`config.mk`:
```
export PLATFORM = sky130hd
export DESIGN_NAME = prt_dprx_scrm
export DESIGN_NICKNAME = d
export VERILOG_FILES = /design/src/rtl/prt_dprx_scrm.sv
export SDC_FILE = /design/constraint.sdc
export NUM_CORES = 1
export LEC_CHECK = 0
export ABC_AREA = 1
export ABC_CLOCK_PERIOD_IN_PS = 4800
export CELL_PAD_IN_SITES_DETAIL_PLACEMENT = 1
export CELL_PAD_IN_SITES_GLOBAL_PLACEMENT = 1
export CORE_MARGIN = 1
export CORE_UTILIZATION = 44
export CTS_CLUSTER_SIZE = 12
export DETAILED_ROUTE_END_ITERATION = 12
export PLACE_DENSITY_LB_ADDON = 0.1
export SETUP_SLACK_MARGIN = 0.2
export SYNTH_ARGS = -nofsm -noshare
export SYNTH_HDL_FRONTEND = slang
export SYNTH_SLANG_ARGS = --single-unit
```
`constraint.sdc`:
```
create_clock -name CLK_IN -period 4.8 [get_ports CLK_IN]
set_input_delay 0.96 -clock CLK_IN [delete_from_list [all_inputs] [get_ports CLK_IN]]
set_output_delay 0.96 -clock CLK_IN [all_outputs]
set_load 0.1 [all_outputs]
```
`src/rtl/prt_dprx_scrm.sv`:
```
// DisplayPort RX lane descrambler: keeps the x^16+x^5+x^4+x^3+1 LFSR in step across
// P_SPL symbols per clock, resynchronises it on SR, and tracks lock via SR spacing.
module prt_dprx_scrm #(
    parameter int P_SIM = 0,
    parameter int P_SPL = 2
) (
    input  logic                 RST_IN,
    input  logic                 CLK_IN,
    input  logic                 CTL_EN_IN,
    input  logic [P_SPL-1:0]     LNK_K_IN,
    input  logic [8*P_SPL-1:0]   LNK_DAT_IN,
    output logic [P_SPL-1:0]     LNK_K_OUT,
    output logic [8*P_SPL-1:0]   LNK_DAT_OUT,
    output logic                 STA_LOCK_OUT,
    output logic                 STA_SR_ERR_OUT
);

    localparam int          P_SR_TMO  = (P_SIM != 0) ? 16 : 1024;
    localparam logic [11:0] TMO_CNT   = 12'(P_SR_TMO);
    localparam logic [15:0] LFSR_SEED = 16'hFFFF;
    localparam logic [7:0]  SYM_BS    = 8'hBC;
    localparam logic [7:0]  SYM_SR    = 8'h1C;

    typedef enum logic {UNLOCK, LOCK} state_t;

    logic               en_r;
    logic [15:0]        lfsr_q;
    logic [15:0]        lfsr_end;
    logic [P_SPL-1:0]   k_nxt;
    logic [8*P_SPL-1:0] dat_nxt;
    logic               any_sr;
    logic               any_mark;
    state_t             state_q, state_nxt;
    logic [11:0]        cnt_q, cnt_nxt, cnt_inc;
    logic               tmo;

    // Galois form of the serial LFSR: 8 single-bit shifts per symbol.
    function automatic logic [15:0] lfsr_adv8(input logic [15:0] s);
        logic [15:0] r;
        r = s;
        for (int b = 0; b < 8; b++) begin
            if (r[15])
                r = {r[14:0], 1'b0} ^ 16'h0039;
            else
                r = {r[14:0], 1'b0};
        end
        return r;
    endfunction

    function automatic logic [7:0] lfsr_mask(input logic [15:0] s);
        logic [7:0] m;
        m = 8'h00;
        for (int j = 0; j < 8; j++)
            m[j] = s[15-j];
        return m;
    endfunction

    always_ff @(posedge CLK_IN)
        en_r <= CTL_EN_IN;

    // Sublane chain: each symbol gets the state left by the previous one (or the seed after SR).
    always_comb begin
        logic [15:0] s;
        logic [7:0]  d;
        logic        k;
        logic        sr;
        s        = en_r ? lfsr_q : LFSR_SEED;
        k_nxt    = LNK_K_IN;
        dat_nxt  = LNK_DAT_IN;
        any_sr   = 1'b0;
        any_mark = 1'b0;
        for (int i = 0; i < P_SPL; i++) begin
            k  = LNK_K_IN[i];
            d  = LNK_DAT_IN[8*i +: 8];
            sr = en_r && k && (d == SYM_SR);
            if (en_r) begin
                if (sr)
                    dat_nxt[8*i +: 8] = SYM_BS;
                else if (!k)
                    dat_nxt[8*i +: 8] = d ^ lfsr_mask(s);
                if (k && (d == SYM_BS || d == SYM_SR))
                    any_mark = 1'b1;
            end
            any_sr = any_sr | sr;
            s = sr ? LFSR_SEED : lfsr_adv8(s);
        end
        lfsr_end = s;
    end

    // SR wins over a simultaneous timeout: the lock is refreshed and no error is raised.
    always_comb begin
        state_nxt = state_q;
        cnt_nxt   = cnt_q;
        tmo       = 1'b0;
        cnt_inc   = (cnt_q == 12'hFFF) ? cnt_q : cnt_q + 12'd1;
        if (!en_r) begin
            state_nxt = UNLOCK;
            cnt_nxt   = 12'd0;
        end else begin
            case (state_q)
                UNLOCK: begin
                    if (any_sr) begin
                        state_nxt = LOCK;
                        cnt_nxt   = 12'd0;
                    end
                end
                LOCK: begin
                    if (any_sr) begin
                        cnt_nxt = 12'd0;
                    end else if (any_mark) begin
                        cnt_nxt = cnt_inc;
                        if (cnt_inc >= TMO_CNT) begin
                            state_nxt = UNLOCK;
                            tmo       = 1'b1;
                        end
                    end
                end
                default: state_nxt = UNLOCK;
            endcase
        end
    end

    always_ff @(posedge CLK_IN or posedge RST_IN) begin
        if (RST_IN) begin
            lfsr_q         <= LFSR_SEED;
            LNK_K_OUT      <= '0;
            LNK_DAT_OUT    <= '0;
            state_q        <= UNLOCK;
            cnt_q          <= 12'd0;
            STA_LOCK_OUT   <= 1'b0;
            STA_SR_ERR_OUT <= 1'b0;
        end else begin
            lfsr_q         <= en_r ? lfsr_end : LFSR_SEED;
            LNK_K_OUT      <= k_nxt;
            LNK_DAT_OUT    <= dat_nxt;
            state_q        <= state_nxt;
            cnt_q          <= cnt_nxt;
            STA_LOCK_OUT   <= (state_q == LOCK);
            STA_SR_ERR_OUT <= tmo;
        end
    end

endmodule

```
== Word level (Yosys, flattened, before mapping) ==
Cells that the tools add are included.
W data, S select, Z words.

* Register bits: 50
* Output and inout port bits: 20
* Logic and storage cells: 93
* Bits of input ports: 21

* Multiplexer cells: 47
* Magnitude comparators: 1
* Reductions and logical operators: 9
* $add $sub $neg: 1
* Eq/ne operators: 7
* Bitwise gates (word level): 20

{| class="wikitable"
|+ Operator list
! operator !! count
|-
| $mux W6 || 16
|-
| $mux W16 || 4
|-
| $not A4 Y4 || 16
|-
| $mux W12 || 5
|-
| $mux W8 || 6
|-
| $pmux W12 S2 || 1
|-
| $eq A8 B5 Y1 const B || 2
|-
| $eq A8 B8 Y1 const B || 2
|-
| $xor A8 B8 Y8 || 2
|-
| $mux W1 || 14
|-
| $add A12 B1 Y12 const B || 1
|-
| $eq A12 B12 Y1 const B || 1
|-
| $ge A12 B11 Y1 const B || 1
|-
| $logic_and A1 B1 Y1 || 6
|-
| $ne A4 B4 Y1 const B || 1
|-
| $ne A3 B3 Y1 const B || 1
|-
| $logic_or A1 B1 Y1 || 2
|-
| $pmux W1 S2 || 1
|-
| $reduce_and A2 Y1 || 1
|-
| $not A1 Y1 || 1
|-
| $or A1 B1 Y1 || 1
|}

== Longest topological paths before layout ==
* Depth after elaboration: 36
* Depth in mapped cells: 13
* Mapped depth without buffers: 12

== Least setup slack after synthesis ==
No wires, ideal clock.

* Kind: input to register
* Start point: input port LNK_DAT_IN[7]
* End point: register LNK_DAT_OUT[14]
* Path slack: 2.808 ns
* Data arrival time: 1.874 ns
* Setup time: 0.118 ns
* Cell stages on the path: 8
* Buffers on the path: 1
* Required time: 4.682 ns
* Cells stage by stage: or2_1 nor2_4 nand3_4 buf_6 nand2_2 nand2_2 xor2_1 inv_1

* Cells in the longest elaborated chain, start to end: 7

{| class="wikitable"
|+ RTL lines
! what !! RTL line !! RTL
|-
| from (decl) || 11 || <nowiki>input logic [8*P_SPL-1:0] LNK_DAT_IN,</nowiki>
|-
| $eq A8 B5 Y1 || 75 || <nowiki>sr = en_r && k && (d == SYM_SR);</nowiki>
|-
| $logic_and A1 B1 Y1 || 75 ||
|-
| $mux W16 || 85 || <nowiki>s = sr ? LFSR_SEED : lfsr_adv8(s);</nowiki>
|-
| $xor A8 B8 Y8 || 80 || <nowiki>dat_nxt[8*i +: 8] = d ^ lfsr_mask(s);</nowiki>
|-
| $mux W8 || 79 || <nowiki>else if (!k)</nowiki>
|-
| $mux W8 || 77 || <nowiki>if (sr)</nowiki>
|-
| $mux W8 || 76 || <nowiki>if (en_r) begin</nowiki>
|-
| net dat_nxt[14] || 30 || <nowiki>logic [8*P_SPL-1:0] dat_nxt;</nowiki>
|-
| to (signal assigned) || 135 || <nowiki>LNK_DAT_OUT <= dat_nxt;</nowiki>
|-
| to (decl) || 13 || <nowiki>output logic [8*P_SPL-1:0] LNK_DAT_OUT,</nowiki>
|}

The timed path passes the listed nets, and every way through them passes these cells.
A chain may end at the register's enable or synchronous reset.

== Worst setup path after layout ==
* Start point: register LNK_DAT_OUT[11]
* End point: output port LNK_DAT_OUT[11]

No word-level cell between the ends.

==> impl_metrics.yaml <==
place:
  post_dp_cell_area_mm2: 0.00362
  post-place-cells: 547
  numPortBuffers: 40
  hpwl_um: 6660
  gp_congestion: 0.814
power_and_ir_drop:
  power_w: 0.00177
  p_per_area_mw_per_mm2: 476
  irDropWorstVdd_mv: 0.221
  leakage_nw: 1.74
setup_path:
  crit_type: "reg -> out"
  cp_num_buf_inv: 1
  cpPeakStageDelay_ps: 1130
  cp_max_fo: 1
  start_kind: "register"
  worst_path_max_delay_cell: "clkdlybuf4s50_1"
  critPathCaptureType: "primary output"
  crit_family: "buffers and inverters"
  cp.arrival_ps: 1800
  path_cells: "clkdlybuf4s50_1"
  required_ps: 3840
finish:
  layout-drive-gt1-share_pct: 13.7
  finalNetCount: 480
  diodes: 0
  areaGrowthSynthToFinish_pct: 17.6
  post-route-cell-area_mm2: 0.00372
  final_cells: 555
synthesis:
  synth-seq-area-share_pct: 40.0
  synth_compound_area_share_pct: 6.33
  synth_nets: 440
  yosysTopAreaCellShare_pct: 26.1
  synth_common_cells: "nand2_1, nand3_1, inv_1"
  synth_area_mm2: 0.00316
  syn_area_per_cell_um2: 7.57
  synth_top_family_by_area: "simple AND/OR/NAND/NOR gates"
  yosys_most_used_dff: "dfrtp_1"
  synth_xor_area_share_pct: 9.69
  ys_types: 36
  ys_warn_count: 0
  synth_async_sr_flop_share_pct: 98.0
  synth-edff-count: 0
  post-synth-top-count-cell: "nand2_1"
  synth_fa_ha_area_share_pct: 0.396
  ys_top_cells_by_area: "dfrtp_1, nand2_1, dfstp_2"
  yosys.area.top_type: "dfrtp_1"
  syn_inst: 418
  ys_ff_latch: 50
  synth_mux_area_share_pct: 0.316
  synth-simple-area-share_pct: 35.0
route:
  detail_route.first_pass.iterations: 4
  routed_via_density: 5.12
  vias: 2844
  post-route-drc-count: 0
  first_iter_violations: 114
  drt-total-wl_um: 8420
  drtAntennaViolNets: 0
  wl_per_cell_um: 15.2
clocking:
  cts_setup_buffers: 0
  cts_buffer_depth: 2
  clock_latency_ps: 310
  clock-sinks: 50
  numCtsBuffers: 5
  clkSlewWorstSetupHoldPaths_ps: 100
  cts.repair.resized: 0
  cts_tree: "done"
  cts_root_buf: "clkbuf_8"
  ctsHoldBuffers: 0
  htreeDepth: 2
min_path:
  worstHoldPathType: "reg -> reg"
global_routing:
  grt_max_degree: 28
  groute.usage.overall_pct: 24.6
  antenna_found_initial: 0
  grt_pass1_wl_um: 14200
  overflow: 0
  first_global_vias: 2961
die:
  core_mm2: 0.00687
  die_x_um: 86.8
  design.die.area_mm2: 0.00753
  start_util_pct: 46.0
  die_h_um: 86.8
  std_cell_rows: 30
  ios: 41
timing:
  min_period_ps: 2760
  relSlewSlack_pct: 34.2
  slew_violations: 0
  fin_skew_ps: 9.47
  rsz0062_at_grt: "no"
  setup_viol: 0
  hold_violations: 0
  setup-tns-final_ps: 0
  worst_pin_slew_ps: 984
  fmax_ghz: 0.363
  period_share_pct: 57.4
status:
  status: "complete, no violations"
job:
  drv_cap: 0
-- routing by layer --
metal | routed length, um | GRT usage [%] | part of all wire, %
met3 | 240 | 3.14 | 2.8
met2 | 4210 | 43.8 | 50
met1 | 3840 | 31.1 | 46
met5 | 0 | 0 | 0
met4 | 130 | 6.97 | 1.5
-- placed cells by master (no fill, tap or decap), types with 5 or more instances in the layout --
cell	count
o21ai_1	9
nand3_1	44
inv_1	42
xor2_1	21
nor2_1	28
inv_2	6
xnor2_1	14
nand2_1	128
a21oi_1	6
clkbuf_8	5
nor2_2	5
dfrtp_1	33
clkdlybuf4s50_1	40
o211ai_1	5
dfstp_2	16
nand2_2	9
o21ai_0	11
nand3_2	5
nand4_1	5
-- registers in the layout, indices dropped and copies added, names as in the netlist --
name            cells
LNK_DAT_OUT        16
lfsr_q             16
cnt_q              12
LNK_K_OUT           2
STA_LOCK_OUT        1
STA_SR_ERR_OUT      1
en_r                1
state_q             1
-- final timing paths --
| check | from | to | slack [ps] | cells after the start |
|---|---|---|---|---|
| setup reg to reg | en_r$_DFF_P_ | cnt_q[3]$_DFFE_PP0P_ | 2600 | 10 |
| hold reg to reg | state_q$_DFF_PP0_ | STA_LOCK_OUT$_DFF_PP0_ | 520 | 0 |
| setup / recovery | LNK_DAT_OUT[11]$_DFF_PP0_ | LNK_DAT_OUT[11] | 2040 | 1 |
| max in group asynchronous | RST_IN | lfsr_q[9]$_DFF_PP1_ | 2970 | 3 |
| min in group asynchronous | RST_IN | LNK_DAT_OUT[0]$_DFF_PP0_ | 1020 | 2 |
| hold / removal | state_q$_DFF_PP0_ | STA_LOCK_OUT$_DFF_PP0_ | 520 | 0 |
-- power by group --
| group | leakage [nW] | internal [W] | switching (W) |
|---|---|---|---|
| clock network | 0.0447 | 0.000106 | 0.000157 |
| registers | 0.597 | 0.000547 | 0.0000980 |
| logic | 1.10 | 0.000277 | 0.000586 |
-- area by class of cell --
class                           count  area [um2]
Clock inverter                      3        25.0
Tap cell                           96         120
Multi-Input combinational cell    310        1640
Inverter                           50         193
Sequential cell                    50        1270
Fill cell                         877        3150
Timing Repair Buffer               41         408
Clock buffer                        5        68.8
-- cell families (layout without fill, tap and decap cells) --
| group | after synthesis | count (layout) |
|---|---|---|
| simple gates | 238 | 238 |
| compound gates | 35 | 35 |
| fa+ha+maj | 1 | 1 |
| flops | 50 | 50 |
| mux | 1 | 1 |
| xor+xnor | 35 | 35 |
| buf+inv | 58 | 99 |
-- stage by stage --
step	setup slack, ps	hold slack (ps)	utilization [%]
global placement	2050	501	52.8
finish	2040	525	54.1
global route	1990	539	54.1
detailed placement	1970	514	52.8
floorplan	2690	431	-
CTS	2030	528	54.1
(Power assumes the default switching activity.)
